`config.mk`:
```
export PLATFORM = sky130hd
export DESIGN_NAME = bin_to_bcd_seq
export DESIGN_NICKNAME = d
export VERILOG_FILES = /design/src/rtl/bin_to_bcd_seq.sv
export SDC_FILE = /design/constraint.sdc
export NUM_CORES = 1
export LEC_CHECK = 0
export CAP_MARGIN = 20
export CORE_MARGIN = 5
export CORE_UTILIZATION = 56
export CTS_BUF_LIST = sky130_fd_sc_hd__clkbuf_8
export DETAILED_ROUTE_END_ITERATION = 10
export PLACE_DENSITY = 0.83
export SYNTH_ARGS = -nofsm -noshare
export SYNTH_HDL_FRONTEND = slang
export SYNTH_SLANG_ARGS = --single-unit
```
`constraint.sdc`:
```
create_clock -name clk -period 2.23 [get_ports clk]
set_clock_uncertainty 0.15 [all_clocks]
set_input_delay 0.5575 -clock clk [delete_from_list [all_inputs] [get_ports clk]]
set_output_delay 0.5575 -clock clk [all_outputs]
set_load 0.05 [all_outputs]
```
`src/rtl/bin_to_bcd_seq.sv`:
```
// bin_to_bcd_seq: sequential double-dabble binary-to-BCD converter with a
// leading-zero blank mask and an overflow flag. The result registers are
// updated only on the LOAD edge, so downstream displays never see a partial
// conversion.
module bin_to_bcd_seq #(
    parameter int unsigned IN_W   = 20,
    parameter int unsigned DIGITS = 6
) (
    input  logic                  clk,
    input  logic                  rst_n,
    input  logic                  start,
    input  logic [IN_W-1:0]       bin_in,
    output logic                  busy,
    output logic                  done,
    output logic [4*DIGITS-1:0]   bcd,
    output logic [DIGITS-1:0]     blank,
    output logic                  ovf
);

    localparam int unsigned        CNT_W     = $clog2(IN_W + 1);
    localparam logic [DIGITS-1:0]  BLANK_RST = {DIGITS{1'b1}} << 1;

    typedef enum logic [1:0] {
        IDLE,
        SHIFT,
        LOAD
    } state_e;

    state_e                state_q, state_d;
    logic [IN_W-1:0]       shift_q, shift_d;
    logic [4*DIGITS-1:0]   work_q,  work_d;
    logic                  carry_q, carry_d;
    logic [CNT_W-1:0]      cnt_q,   cnt_d;
    logic [4*DIGITS-1:0]   bcd_q,   bcd_d;
    logic [DIGITS-1:0]     blank_q, blank_d;
    logic                  ovf_q,   ovf_d;
    logic                  done_q,  done_d;

    logic [4*DIGITS-1:0]   adj;
    logic [DIGITS-1:0]     blank_calc;
    logic                  upper_zero;

    // Add-3 correction: every working digit >= 5 is bumped before the shift.
    always_comb begin
        adj = '0;
        for (int unsigned d = 0; d < DIGITS; d++) begin
            adj[4*d +: 4] = (work_q[4*d +: 4] >= 4'd5) ? (work_q[4*d +: 4] + 4'd3)
                                                       : work_q[4*d +: 4];
        end
    end

    // Leading-zero mask from the finished working digits, scanned from the top.
    always_comb begin
        blank_calc = '0;
        upper_zero = 1'b1;
        for (int unsigned i = 0; i + 1 < DIGITS; i++) begin
            upper_zero = upper_zero & (work_q[4*(DIGITS-1-i) +: 4] == 4'd0);
            blank_calc[DIGITS-1-i] = upper_zero;
        end
    end

    // Next-state and datapath control for the IDLE -> SHIFT -> LOAD sequence.
    always_comb begin
        state_d = state_q;
        shift_d = shift_q;
        work_d  = work_q;
        carry_d = carry_q;
        cnt_d   = cnt_q;
        bcd_d   = bcd_q;
        blank_d = blank_q;
        ovf_d   = ovf_q;
        done_d  = 1'b0;
        case (state_q)
            IDLE: begin
                if (start) begin
                    shift_d = bin_in;
                    work_d  = '0;
                    carry_d = 1'b0;
                    cnt_d   = CNT_W'(IN_W);
                    state_d = SHIFT;
                end
            end
            SHIFT: begin
                // A bit leaving the top digit carries weight 10^DIGITS; it is
                // only remembered as overflow, the digits keep the remainder.
                shift_d = shift_q << 1;
                work_d  = {adj[4*DIGITS-2:0], shift_q[IN_W-1]};
                carry_d = carry_q | adj[4*DIGITS-1];
                cnt_d   = cnt_q - CNT_W'(1);
                if (cnt_q == CNT_W'(1)) begin
                    state_d = LOAD;
                end
            end
            LOAD: begin
                bcd_d   = work_q;
                blank_d = blank_calc;
                ovf_d   = carry_q;
                done_d  = 1'b1;
                state_d = IDLE;
            end
            default: begin
                state_d = IDLE;
            end
        endcase
    end

    // State and datapath registers; reset aborts any conversion in flight.
    always_ff @(posedge clk or negedge rst_n) begin
        if (!rst_n) begin
            state_q <= IDLE;
            shift_q <= '0;
            work_q  <= '0;
            carry_q <= 1'b0;
            cnt_q   <= '0;
            bcd_q   <= '0;
            blank_q <= BLANK_RST;
            ovf_q   <= 1'b0;
            done_q  <= 1'b0;
        end else begin
            state_q <= state_d;
            shift_q <= shift_d;
            work_q  <= work_d;
            carry_q <= carry_d;
            cnt_q   <= cnt_d;
            bcd_q   <= bcd_d;
            blank_q <= blank_d;
            ovf_q   <= ovf_d;
            done_q  <= done_d;
        end
    end

    assign busy  = (state_q != IDLE);
    assign done  = done_q;
    assign bcd   = bcd_q;
    assign blank = blank_q;
    assign ovf   = ovf_q;

endmodule
```
==> qor.yml <==
fin_nets: 472
rows: 30
fmax_ghz: 0.476
cts_tree: "built"
first_iter_violations: 153
max-slew-margin-rel: 0.645
grt_pass1_vias: 2887
grt_start_max_net_pins: 49
synth.area.top_cells: "dfrtp_1 50%, ha_1 5.7%, o21ai_0 5.5%, nand2_1 4.8%, and3b_1 4.2%"
coreArea_um2: 6790
root_buffer: "clkbuf_8"
io_pins: 56
postCtsSetupBuffers: 0
avgSynthCellArea_um2: 10.4
worst_ep_required_time_ns: 1.52
crit_arrival_ns: 1.39
antenna_found_initial: 0
yosysUniqueCellTypes: 38
drive_gt1_frac: 0.158
wl_per_cell_um: 14.9
dr.pass1.iters: 4
antenna_cells: 0
yosys_most_used_dff: "dfrtp_1"
drc: 0
gr-usage-met3: 0.0449
synthTopCellsByCount: "78 x dfrtp_1, 50 x nand2_1, 43 x o21ai_0"
setup_ws_ns: 0.128
pre_cts_slack_ns: 0.0974
place_congestion: 0.778
port_buffers: 54
setup_viol: 0
synth_cells: 377
hold_violations: 0
postRouteAntennaNets: 0
p_total_uw: 6960
clock_latency_ns: 0.37
avgViaCountPerCell: 5.60
floorplan.initialDensity: 0.578
synth_top_cell_by_area: "dfrtp_1"
slew_violations: 0
status: "complete, no violations"
synth_most_common_cell: "dfrtp_1"
cts.clk_slew.worst_paths_ns: 0.09
ys_warn_count: 0
htreeDepth: 3
cts_buffers: 9
seq_area_frac_synth: 0.531
die_h_um: 93.7
p_per_area_nw_per_um2: 1470
crit_path_max_fanout: 13
postSynth.asyncResetShare: 1.00
grt_pass1_wl_um: 13600
placed_cells_incl_taps: 516
final_area_um2: 4740
area_growth_pct: 20.8
rsz0062_at_grt: "false"
period_share: 0.942
synth_top_area_frac: 0.497
critPathKind: "flip-flop to output pin"
cts_resized: 12
dieArea_um2: 8790
grt_overflow: 0
setup_tns_ns: 0
grtUsageTotal: 0.195
busiest_layer: "met2"
cts_num_sinks: 83
synth_edf_count: 0
final_cells: 532
tightest_slew_ns: 0.532
syn-cell-area_um2: 3930
synth_nets: 418
detailed_place_hpwl_um: 5500
dpl_cell_area_um2: 4550
hp-class: "input pin to async pin"
met1_usage: 0.251
num_vias: 2979
max_cap_violations: 0
die_w_um: 93.7
cts_hold_buf: 0
synth-seq-cells: 83
critPathLaunchType: "flip-flop"
worst_ir_drop_vdd_mv: 0.745
period_minus_slack_ns: 2.10
cts_buffer_depth: 2
drt-total-wl_um: 7920
endpoint_kind: "output pin"
grt_util_met2: 0.311
p_leak_uw: 0.00221
## sequential cells by signal, summed over array words and instances (netlist names)
name,flops
bcd,24
blank,5
carry_q,1
cnt_q,5
done,1
ovf,1
shift_q,20
state_q,2
work_q,24
## kinds of logic after synthesis
group | count (synthesis) | share of synthesized area
other | 1 | 0.000955
adders and majority gates | 18 | 0.0574
xor gates and xnor gates | 9 | 0.0201
and+or+nand+nor | 103 | 0.140
muxes | 13 | 0.0373
AOI/OAI and AO/OA | 111 | 0.170
DFF | 83 | 0.531
buffers and inverters | 39 | 0.0433
## where the power goes
group	total [uW]	internal [uW]	switching, uW
registers	2600	2130	474
logic	3270	1220	2060
clock network	1090	522	563
total	6960	3870	3090
## metrics by stage
step,hold slack [ns],util
floorplan,0.112,-
CTS,0.0166,0.698
global route,0.0400,0.698
detailed placement,0.313,0.670
global placement,0.301,0.670
finish,0.0171,0.698
## worst max-delay path: stages, from the launching register on
cell and delay [ns]:
dfrtp_1 0.53, nor2_1 0.24, inv_1 0.11, buf_12 0.16
## placed cells by master, fill, tap and decap left out, types with 2 or more instances in the layout
cell type        count
a21oi_1             29
a32o_1               7
and3b_1             19
buf_12               3
buf_4               29
clkbuf_8             9
clkdlybuf4s50_1     21
clkinv_4             2
clkinvlp_4           2
dfrtp_1             78
dfstp_2              5
dlygate4sd2_1       12
ha_1                18
inv_1               16
mux2_2              13
nand2_1             50
nand2b_1             8
nand3_1              7
nor2_1               7
nor3_1               2
nor3b_1              3
o21ai_0             43
o21ai_1              2
o22ai_1             11
o311ai_0             5
o31ai_1              8
xnor2_1              6
xor2_1               3
## per-layer routing
metal | vias up | share of wire
met4 | 0 | 0.023
met1 | 1439 | 0.45
met5 | - | 0
met3 | 14 | 0.061
li1 | 1438 | -
met2 | 88 | 0.46
## area by class of cell
class | instances | area (um2)
clock inverter | 7 | 76.3
multi-input combinational | 255 | 1670
fill | 515 | 2050
timing repair buffer | 66 | 606
clock buffer | 9 | 124
inverter | 16 | 60.1
sequential | 83 | 2080
tap | 96 | 120
## path summary, 6_finish.rpt
kind,end,slack [ns],depth (start not counted),from
worst max-delay path,busy,0.13,3,state_q[0]
worst min-delay path,work_q[18],0.02,1,rst_n
worst max register to register,work_q[14],0.38,6,work_q[12]
worst min register to register,blank[1],0.32,2,blank[1]
max in group asynchronous,shift_q[0],1.28,2,rst_n
min in group clk,blank[1],0.32,2,blank[1]
(Power assumes the default switching activity.)
